**src/rtl/fpg8_pkg.sv**
```systemverilog
// Shared constants for the fpg8 datapath: GPR select codes, instruction field
// positions, PSW bit indices and the register-index decode payload.
package fpg8_pkg;

    localparam int unsigned INSTR_W = 16;
    localparam int unsigned IDX_W   = 3;
    localparam int unsigned PSW_W   = 2;

    localparam logic [2:0] GPR_SEL_ZERO = 3'b000;
    localparam logic [2:0] GPR_SEL_PC   = 3'b001;
    localparam logic [2:0] GPR_SEL_RD1  = 3'b010;
    localparam logic [2:0] GPR_SEL_RD2  = 3'b011;
    localparam logic [2:0] GPR_SEL_RS1  = 3'b100;
    localparam logic [2:0] GPR_SEL_RS2  = 3'b101;

    localparam logic [IDX_W-1:0] PC_INDEX = 3'd7;

    // Low bit of each 3-bit register field inside the instruction word
    localparam int unsigned RD1_LSB = 3;
    localparam int unsigned RD2_LSB = 9;
    localparam int unsigned RS1_LSB = 6;
    localparam int unsigned RS2_LSB = 0;

    localparam int unsigned PSW_N = 1;
    localparam int unsigned PSW_Z = 0;

    typedef struct packed {
        logic             valid;
        logic [IDX_W-1:0] index;
        logic             psw_update;
    } gpr_decode_t;

endpackage

```
**src/rtl/gpr_index_decode.sv**
```systemverilog
// Maps a GPR select code plus the current instruction word to a register
// index, a valid flag and whether a write through it updates the PSW.
module gpr_index_decode
    import fpg8_pkg::*;
(
    input  logic [2:0]         gpr_select,
    input  logic [INSTR_W-1:0] instruction,
    output gpr_decode_t        decode_c
);

    // Opcode bits carry no register field
    logic unused_opcode;
    assign unused_opcode = ^instruction[INSTR_W-1:12];

    always_comb begin
        decode_c = '0;
        case (gpr_select)
            GPR_SEL_PC: begin
                decode_c.valid = 1'b1;
                decode_c.index = PC_INDEX;
            end
            GPR_SEL_RD1: begin
                decode_c.valid      = 1'b1;
                decode_c.index      = instruction[RD1_LSB +: IDX_W];
                decode_c.psw_update = 1'b1;
            end
            GPR_SEL_RD2: begin
                decode_c.valid = 1'b1;
                decode_c.index = instruction[RD2_LSB +: IDX_W];
            end
            GPR_SEL_RS1: begin
                decode_c.valid = 1'b1;
                decode_c.index = instruction[RS1_LSB +: IDX_W];
            end
            GPR_SEL_RS2: begin
                decode_c.valid = 1'b1;
                decode_c.index = instruction[RS2_LSB +: IDX_W];
            end
            default: ;
        endcase
    end

endmodule

```
**src/rtl/register_file.sv**
```systemverilog
// Eight-entry GPR file (R7 = PC) with N/Z status register.
// Define REGFILE_R0_ZERO_EN to hardwire R0 to zero.
module register_file
    import fpg8_pkg::*;
#(
    parameter int unsigned DATA_W   = 16,
    parameter int unsigned NUM_REGS = 8
) (
    input  logic               clk,
    input  logic               reset,
    input  logic [INSTR_W-1:0] instruction,
    input  logic               GPR_in,
    input  logic               GPR_out,
    input  logic [2:0]         GPR_select,
    input  logic [DATA_W-1:0]  bus_in,
    output logic [DATA_W-1:0]  bus_out,
    output logic [PSW_W-1:0]   PSW_bits,
    output logic [DATA_W-1:0]  pc_value
);

    logic [DATA_W-1:0] regs [NUM_REGS];
    logic [PSW_W-1:0]  psw_q;
    gpr_decode_t       dec;
    logic              wr_en;
    logic [DATA_W-1:0] rd_data;

    gpr_index_decode u_decode (
        .gpr_select (GPR_select),
        .instruction(instruction),
        .decode_c   (dec)
    );

    // R0 hardwiring masks both the write enable and the read data
    always_comb begin
        wr_en   = GPR_in && dec.valid;
        rd_data = regs[dec.index];
`ifdef REGFILE_R0_ZERO_EN
        if (dec.index == '0) begin
            wr_en   = 1'b0;
            rd_data = '0;
        end
`else
`endif
    end

    // Register and PSW update; reset wins over any pending write
    always_ff @(posedge clk) begin
        if (reset) begin
            for (int i = 0; i < int'(NUM_REGS); i++) begin
                regs[i] <= '0;
            end
            psw_q <= '0;
        end else begin
            if (wr_en) begin
                regs[dec.index] <= bus_in;
            end
            if (GPR_in && dec.psw_update) begin
                psw_q[PSW_N] <= bus_in[DATA_W-1];
                psw_q[PSW_Z] <= (bus_in == '0);
            end
        end
    end

    assign bus_out  = (GPR_out && dec.valid) ? rd_data : '0;
    assign PSW_bits = psw_q;
    assign pc_value = regs[PC_INDEX];

endmodule

```
**config.mk**
```make
export PLATFORM = sky130hd
export DESIGN_NAME = register_file
export DESIGN_NICKNAME = d
export VERILOG_FILES = /design/src/rtl/fpg8_pkg.sv /design/src/rtl/gpr_index_decode.sv /design/src/rtl/register_file.sv
export SDC_FILE = /design/constraint.sdc
export NUM_CORES = 1
export LEC_CHECK = 0
export ABC_AREA = 1
export BUFFER_PORTS_ARGS = -buffer_cell sky130_fd_sc_hd__buf_4
export CORE_ASPECT_RATIO = 0.5
export CORE_MARGIN = 10
export CORE_UTILIZATION = 25
export CTS_CLUSTER_DIAMETER = 60
export CTS_CLUSTER_SIZE = 40
export DETAILED_ROUTE_END_ITERATION = 10
export PLACE_DENSITY_LB_ADDON = 0.1
export SLEW_MARGIN = 0
export SYNTH_ARGS = -nofsm -noshare
export SYNTH_HDL_FRONTEND = slang
export SYNTH_SLANG_ARGS = --single-unit
export TNS_END_PERCENT = 50
```
**constraint.sdc**
```tcl
create_clock -name clk -period 4.3 [get_ports clk]
set_input_delay 0.86 -clock clk [delete_from_list [all_inputs] [get_ports clk]]
set_output_delay 0.86 -clock clk [all_outputs]
set_load 0.005 [all_outputs]
```
==> results_dict.tcl, run 1 <==
set metrics [dict create \
    status "complete, no violations" \
    clock-sinks 130 \
    arrival_ns 2.83 \
    critPathRequiredTime_ns 3.44 \
    synthFlopType "edfxtp_1" \
    synth_edf_count 128 \
    power_switching_mw 0.8431 \
    synth_common_cells "nand2_1, nor2_1, edfxtp_1, nand3_1" \
    fin_setup_tns_ns 0 \
    syn_area_per_cell_sq_um 9.700 \
    hp-class "reg -> reg" \
    internal_power_mw 2.624 \
    final_area_sq_um 7562 \
    rsz0062_at_grt "false" \
    worst_path_largest_cell_delay_ns 0.35 \
    ir_drop_v 0.0002244 \
    globalplace.congestion 0.7472 \
    die-width_microns 239.0 \
    viasPerCell 4.415 \
    first_iter_violations 285 \
    post_cts_buffers 0 \
    path_cells "buf_4 > inv_1 > nor2_2 > nand3_1 > nand3_2 > nor2_4 > clkinv_2 > buf_4 > nand2_1 > nand3_1 > nand3_1 > nor2_1 > buf_4" \
    cp_slowest_cell "clkinv_2" \
    cts_hold_buf 0 \
    cts_root_buf "clkbuf_16" \
    maxSlewViolCount 0 \
    synth.net_count 657 \
    grt_util_met3 0.02857 \
    top_usage_layer "met2" \
    finalHoldViolations 0 \
    clk-insertion-delay-late_ns 0.40 \
    grt_max_degree 66 \
    power_frac_clock 0.457 \
    finalCriticalPeriod_ns 3.686 \
    grt_pass1_wl_microns 28930 \
    cap_violations 0 \
    routed_wl_microns 19580 \
    clock.fmax_ghz 0.2713 \
    gr-usage-met1 0.1718 \
    cts_buffers 17 \
    drt_first_pass_iters 4 \
    grt_pass1_vias 4543 \
    synth_cells 618 \
    vias 4481 \
    syn-cell-area_sq_um 5994 \
    setup_violations 0 \
    grt_use_met2 0.2027 \
    netSwitchingFraction 0.2432 \
    grt_use_total 0.1281 \
    drc 0 \
    overflow 0 \
    rows 39 \
    p_leak_nw 3.076 \
    wire_per_inst_microns 19.29 \
    cp-end-kind "output pin" \
    syn_to_final_growth_pct 26.15 \
    clk_path_buf_depth 2 \
    pwr_density_cell_nw_per_um2 458.5 \
    cts_max_level 4 \
    layout-drive-gt1-share 0.2020 \
    placed_area_sq_um 6922 \
    port-buffer-count 68 \
    ant_nets 0 \
    clk_pin_slew_ns 0.05 \
    boundaryPins 73 \
    fin_crit_sh 0.8573 \
    yosys_warnings 0 \
    dieHeight_microns 129.5 \
    die_area_sq_um 30950 \
    ys_async_sr_fraction 0 \
    crit_fanout 23 \
    skew_ns 0 \
    cts_tree "done" \
    fin_nets 734 \
    max-slew-margin-rel 0.4655 \
    antenna_found_initial 0 \
    yosysSeqAreaShare 0.6479 \
    yosys.area.top_type "edfxtp_1" \
    dp_hpwl_microns 12910 \
    start_util 0.2586 \
    setup.worst_path.class "in -> out" \
    synth.area.top_cells "edfxtp_1, nand2_1, nor2_1" \
    core_area_sq_um 23180 \
    yosysUniqueCellTypes 24 \
    ys_ff_latch 130 \
    startpoint_type "input port" \
    diodes 0 \
    p_seq_frac 0.430 \
    synth_top_area_share 0.6412 \
    cts_resized 0 \
    yosysMostFrequentCell "nand2_1" \
    worst_pin_slew_ns 0.7944 \
    p_comb_frac 0.112 \
]
[power groups by stage]
stage               Sequential [mW]  Combinational, mW  Clock, mW
global placement               1.52              0.399          0
global route                   1.50              0.436       1.67
floorplan                      1.51              0.213          0
CTS                            1.49              0.400       1.62
finish                         1.49              0.389       1.59
detailed placement             1.52              0.399          0
[routing by layer]
layer | wire [microns] | part of all wire
met5 | 0 | 0
met3 | 1259 | 0.064
met1 | 9238 | 0.47
met2 | 8868 | 0.45
met4 | 213 | 0.011
[worst paths after layout]
check / end / cells past startpoint / slack (ns) / from
min: PSW_bits[1]$_SDFFE_PP0P_ / 2 / 0.57 / PSW_bits[1]$_SDFFE_PP0P_
max: bus_out[0] / 13 / 0.61 / GPR_select[1]
max reg2reg: PSW_bits[0]$_SDFFE_PP0P_ / 2 / 3.64 / PSW_bits[0]$_SDFFE_PP0P_
min reg2reg: PSW_bits[1]$_SDFFE_PP0P_ / 2 / 0.57 / PSW_bits[1]$_SDFFE_PP0P_
[registers in the layout, summed over array words and instances, names as in the netlist]
register / flops
regs: 128
PSW_bits: 2
[critical path: cells and delay by family]
family / cells / cell delay [ns]
buf+inv: 5 / 1.08
simple gates: 8 / 0.87
[logic make-up (layout without fill, tap and decap cells)]
group                  count (synthesis)  count (layout)  synth area share
buffers and inverters                 56             146           0.03966
AO/OA/AOI/OAI                         11              11           0.01064
AND/OR/NAND/NOR                      421             421            0.3018
flip-flops                           130             130            0.6479
[placed cells by master, fill, tap and decap left out, drive strengths merged]
cell and count:
a21oi 2, dfxtp 2, buf 87, nor2 157
inv 26, edfxtp 128, o21ai 7, clkinv 6
nand4 7, clkinvlp 4, nand3 88, nand2 165
clkbuf 18, nor4 4, o21bai 2, bufinv 5
[layout make-up]
cell class	count	area (sq um)
Clock buffer	18	429.2
Sequential cell	130	3884
Multi-Input combinational cell	432	1873
Tap cell	307	384.1
Timing Repair Buffer	87	678.2
Fill cell	2396	15620
Clock inverter	14	211.5
Inverter	27	102.6
[stage by stage]
| step | utilization | cells | power (mW) | hold slack, ns | setup WS, ns |
|---|---|---|---|---|---|
| finish | 0.3263 | 1015 | 3.467 | 0.5689 | 0.6138 |
| global route | 0.3263 | 1015 | 3.603 | 0.5826 | 0.4468 |
| CTS | 0.3263 | 1015 | 3.509 | 0.5600 | 0.5878 |
| detailed placement | 0.2986 | 983 | 1.918 | 0.5428 | 0.5819 |
| global placement | 0.2986 | 983 | 1.917 | 0.5396 | 0.5529 |
| floorplan | - | 618 | 1.728 | 0.5257 | 1.299 |
Power figures use the tool's default switching activity.
==> inputs of run 2 (changes only) <==
- CORE_UTILIZATION: 25 -> 40
==> run 2 against run 1 <==
Against the previous run:
- setup slack better by 0.12 ns
- critical endpoint is now bus_out[11]
- worst hold slack lost 0.013 ns
- fmax increased by 3.5%
- highest routed layer unchanged
==> results_dict.tcl, run 2 (synthesized netlist as in run 1, its figures left out) <==
set metrics [dict create \
    ir_drop_v 0.0002783 \
    p_leak_nw 3.030 \
    clock.fmax_ghz 0.2807 \
    setup.worst_path.class "in -> out" \
    grt_use_total 0.1640 \
    final_area_sq_um 7335 \
    cts_tree "done" \
    port-buffer-count 68 \
    clk-insertion-delay-late_ns 0.41 \
    finalCriticalPeriod_ns 3.563 \
    syn_to_final_growth_pct 22.35 \
    grt_util_met3 0.04827 \
    hp-class "reg -> reg" \
    clk_pin_slew_ns 0.06 \
    cp-end-kind "output pin" \
    path_buf_inv 5 \
    pwr_density_cell_nw_per_um2 463.5 \
    globalplace.congestion 0.8217 \
    max-slew-margin-rel 0.4158 \
    fin_crit_sh 0.8286 \
    first_iter_violations 393 \
    ant_nets 0 \
    final_common_cell "nand2_1" \
    final_cells 895 \
    boundaryPins 73 \
    cts_max_level 4 \
    worst_pin_slew_ns 0.8741 \
    fillers 1377 \
    dieHeight_microns 106.6 \
    cts_resized 0 \
    die-width_microns 193.1 \
    post_cts_buffers 0 \
    core_area_sq_um 14580 \
    post-route-util 0.5029 \
    fin_setup_tns_ns 0 \
    critPathRequiredTime_ns 3.44 \
    gr-usage-met1 0.2233 \
    grt_max_degree 66 \
    finalPower_mw 3.400 \
    grt_pass1_wl_microns 25320 \
    cap_violations 0 \
    cp_slowest_cell "clkinv_2" \
    clock-sinks 130 \
    worst_path_largest_cell_delay_ns 0.28 \
    cts_buffers 17 \
    placed_area_sq_um 6703 \
    clk_path_buf_depth 2 \
    cts_hold_buf 0 \
    setup_violations 0 \
    viasPerCell 5.057 \
    diodes 0 \
    ff_latch_area_sq_um 3884 \
    overflow 0 \
    path_cells "buf_4 > inv_1 > nor2_2 > nand3_1 > nand3_2 > nor2_4 > clkinv_2 > buf_12 > nand2_1 > nand3_1 > nand3_1 > nor2_1 > buf_4" \
    start_util 0.4110 \
    arrival_ns 2.70 \
    multi_input_area_sq_um 1873 \
    dp_hpwl_microns 10730 \
    path_delay_family "buffers and inverters" \
    crit_fanout 36 \
    fin_nets 723 \
    grt_pass1_vias 4379 \
    top_usage_layer "met2" \
    layout-drive-gt1-share 0.1923 \
    drc 0 \
    status "complete, no violations" \
    drt_first_pass_iters 5 \
    die_area_sq_um 20580 \
    grt_use_met2 0.2437 \
    finalHoldViolations 0 \
    antenna_found_initial 0 \
    maxSlewViolCount 0 \
    cts_root_buf "clkbuf_16" \
    largest_reg_flops 128 \
    rows 31 \
    crit_top_cell "nand3_1" \
    skew_ns 0 \
    place_inst 863 \
    routed_wl_microns 16750 \
    final_cell_mix "nand2_1, nor2_1, edfxtp_1, nand3_1, buf_4" \
    startpoint_type "input port" \
    rsz0062_at_grt "false" \
    wire_per_inst_microns 18.71 \
    top_register "regs" \
    vias 4526 \
]
run 2: cell types whose count changed in the layout (fill, tap and decap cells not counted):
cell	change
inv_6	+3
bufinv_16	-1
buf_4	-11
clkinvlp_4	-2
clkbuf_1	-1
clkinv_4	+2
clkinv_1	-1
run 2: area by class of cell:
| cell class | instances | share of cell area |
|---|---|---|
| inverters | 27 | 0.01399 |
| flip-flops and latches | 130 | 0.5295 |
| clock inverters | 15 | 0.02815 |
| multi-input cells | 432 | 0.2554 |
| well taps | 198 | 0.03378 |
| repair buffers | 76 | 0.08120 |
| clock buffers | 17 | 0.05800 |
run 2: final timing paths:
path	from	end	slack [ns]	cells past startpoint
worst max register to register	PSW_bits[0]$_SDFFE_PP0P_	PSW_bits[0]$_SDFFE_PP0P_	3.63	2
worst min-delay path	PSW_bits[1]$_SDFFE_PP0P_	PSW_bits[1]$_SDFFE_PP0P_	0.56	2
worst max-delay path	GPR_select[1]	bus_out[11]	0.74	13
worst min register to register	PSW_bits[1]$_SDFFE_PP0P_	PSW_bits[1]$_SDFFE_PP0P_	0.56	2
run 2: worst min-delay path: cells and delay by family, from the launching register on:
kind | cells | cell delay [ns]
AO/OA/AOI/OAI | 2 | 0.20
flip-flops | 1 | 0.32
run 2: through the flow:
stage,setup slack [ns],hold slack (ns)
after CTS,0.7764,0.5611
after global placement,0.7006,0.5307
after global routing,0.6385,0.5959
after floorplan,1.299,0.5257
after detailed placement,0.6886,0.5379
final,0.7369,0.5564
run 2: metal layers:
metal  routed length, microns  up-vias  share of wire
met3                     1494       18          0.089
met1                     7604     2127           0.45
li1                         -     2211              -
met2                     7412      170           0.44
met4                      236        0          0.014
met5                        0        -              0
run 2: report_power, final:
group	internal [mW]	switching, mW
sequential	1.47	0.0218
combinational	0.119	0.249
clock	0.977	0.561
total	2.57	0.831
==> inputs of run 3 (changes only) <==
- clock period: 4.3 -> 3.5 ns (I/O delays scaled with it)
==> run 3 against run 2 <==
Against the previous run:
- sequential power grew 23%
- non-clock buffer count grew 19
- register-to-register slack lost 0.79 ns
- clock-buffer cell count is the same
- worst hold slack gained 0.017 ns
- clock power grew 16%
- design area grew 2.4%
- via count grew 2.8%
- total power grew 21%
- wire length grew 2.2%
==> results_dict.tcl, run 3 (synthesized netlist as in run 1, its figures left out) <==
set metrics [dict create \
    final_cells 914 \
    fin_setup_tns_ns 0 \
    vias 4654 \
    setup.worst_path.class "in -> out" \
    hp-class "reg -> reg" \
    startpoint_type "input port" \
    start_util 0.4110 \
    rr_worst_depth 2 \
    cts_tree "done" \
    final_cell_mix "nand2_1, nor2_1, edfxtp_1, nand3_1, buf_4" \
    cts_root_buf "clkbuf_16" \
    skew_ns 0 \
    critPathRequiredTime_ns 2.80 \
    dp_hpwl_microns 11450 \
    r2r_start "PSW_bits[0]$_SDFFE_PP0P_" \
    diodes 0 \
    post-route-util 0.5150 \
    fillers 1357 \
    boundaryPins 73 \
    cts_max_level 4 \
    port-buffer-count 68 \
    worst_pin_slew_ns 0.7557 \
    die_area_sq_um 20580 \
    r2r-end "PSW_bits[0]$_SDFFE_PP0P_" \
    arrival_ns 2.41 \
    rsz0062_at_grt "false" \
    clock-sinks 130 \
    post_cts_buffers 0 \
    drc 0 \
    pre_cts_slack_ns 0.3775 \
    critPathCapture "bus_out[14]" \
    timing.final.ws_setup_ns 0.3877 \
    die-width_microns 193.1 \
    wire_per_inst_microns 18.73 \
    ir_drop_v 0.0002621 \
    clock.fmax_ghz 0.3213 \
    fin_crit_sh 0.8892 \
    status "complete, no violations" \
    cts_hold_buf 0 \
    drt_first_pass_iters 5 \
    clk-insertion-delay-late_ns 0.41 \
    rows 31 \
    grt_max_degree 37 \
    dieHeight_microns 106.6 \
    ant_nets 0 \
    finalCriticalPeriod_ns 3.112 \
    first_iter_violations 352 \
    finalHoldViolations 0 \
    pwr_density_cell_nw_per_um2 546.4 \
    max-slew-margin-rel 0.4916 \
    timing.critical_path.from "GPR_select[1]" \
    maxSlewViolCount 0 \
    layout-drive-gt1-share 0.2109 \
    routed_wl_microns 17120 \
    overflow 0 \
    syn_to_final_growth_pct 25.30 \
    cap_violations 0 \
    grt_pass1_wl_microns 25670 \
    placed_area_sq_um 6920 \
    fin_nets 742 \
    cts_buffers 17 \
    grt_pass1_vias 4448 \
    globalplace.congestion 0.8492 \
    r2r_slack_ns 2.84 \
    viasPerCell 5.092 \
    p_leak_nw 3.121 \
    place_inst 882 \
    clk_pin_slew_ns 0.06 \
    clk_path_buf_depth 2 \
    core_area_sq_um 14580 \
    cts_resized 0 \
    top_register "regs" \
    grt_use_total 0.1674 \
    antenna_found_initial 0 \
    final_area_sq_um 7511 \
    largest_reg_flops 128 \
    cp-end-kind "output pin" \
    crit_fanout 36 \
    final_common_cell "nand2_1" \
    setup_violations 0 \
]
==> run 3: metal layers <==
metal	wire length (microns)	vias to the layer above	track usage
met5	0	-	0
met4	180	0	0.06223
met3	1335	15	0.03262
met2	7923	177	0.2557
met1	7682	2218	0.2310
li1	-	2244	-
==> run 3: worst min-delay path by stage <==
stage | startpoint | endpoint | slack, ns | cells after the start
finish | PSW_bits[1]$_SDFFE_PP0P_ | PSW_bits[1]$_SDFFE_PP0P_ | 0.57 | 2
global route | PSW_bits[0]$_SDFFE_PP0P_ | PSW_bits[0]$_SDFFE_PP0P_ | 0.62 | 2
CTS | PSW_bits[1]$_SDFFE_PP0P_ | PSW_bits[1]$_SDFFE_PP0P_ | 0.58 | 2
detailed placement | PSW_bits[1]$_SDFFE_PP0P_ | PSW_bits[1]$_SDFFE_PP0P_ | 0.56 | 2
global placement | PSW_bits[1]$_SDFFE_PP0P_ | PSW_bits[1]$_SDFFE_PP0P_ | 0.53 | 2
floorplan | PSW_bits[0]$_SDFFE_PP0P_ | PSW_bits[0]$_SDFFE_PP0P_ | 0.53 | 2
==> run 3: worst max-delay path, cell delays in order <==
cell and delay (ns):
buf_4 0.14, inv_1 0.10, nor2_2 0.06, nand3_1 0.07
nand3_2 0.17, nor2_4 0.17, buf_4 0.41, nand2_1 0.11
nand3_1 0.11, nand2_1 0.06, nor2_1 0.12, nor2_1 0.06
buf_4 0.14
==> run 3: per-stage QoR <==
step / hold slack (ns) / power [mW]
2_1_floorplan: 0.5257 / 2.122
3_3_place_gp: 0.5311 / 2.348
3_5_place_dp: 0.5595 / 2.355
4_1_cts: 0.5770 / 4.120
5_1_grt: 0.6231 / 4.249
6_report: 0.5730 / 4.104
==> run 3: area by class of cell <==
cell class | count | area (sq um) | share of cell area
flip-flops and latches | 130 | 3884 | 0.5171
repair buffers | 95 | 813.3 | 0.1083
multi-input cells | 432 | 1873 | 0.2494
inverters | 27 | 102.6 | 0.01366
well taps | 198 | 247.7 | 0.03298
clock buffers | 17 | 425.4 | 0.05664
clock inverters | 15 | 165.2 | 0.02199
==> run 3: power breakdown <==
part | internal, mW | total, mW | switching (mW)
combinational | 0.174 | 0.485 | 0.311
sequential | 1.81 | 1.83 | 0.0276
clock | 1.11 | 1.78 | 0.673
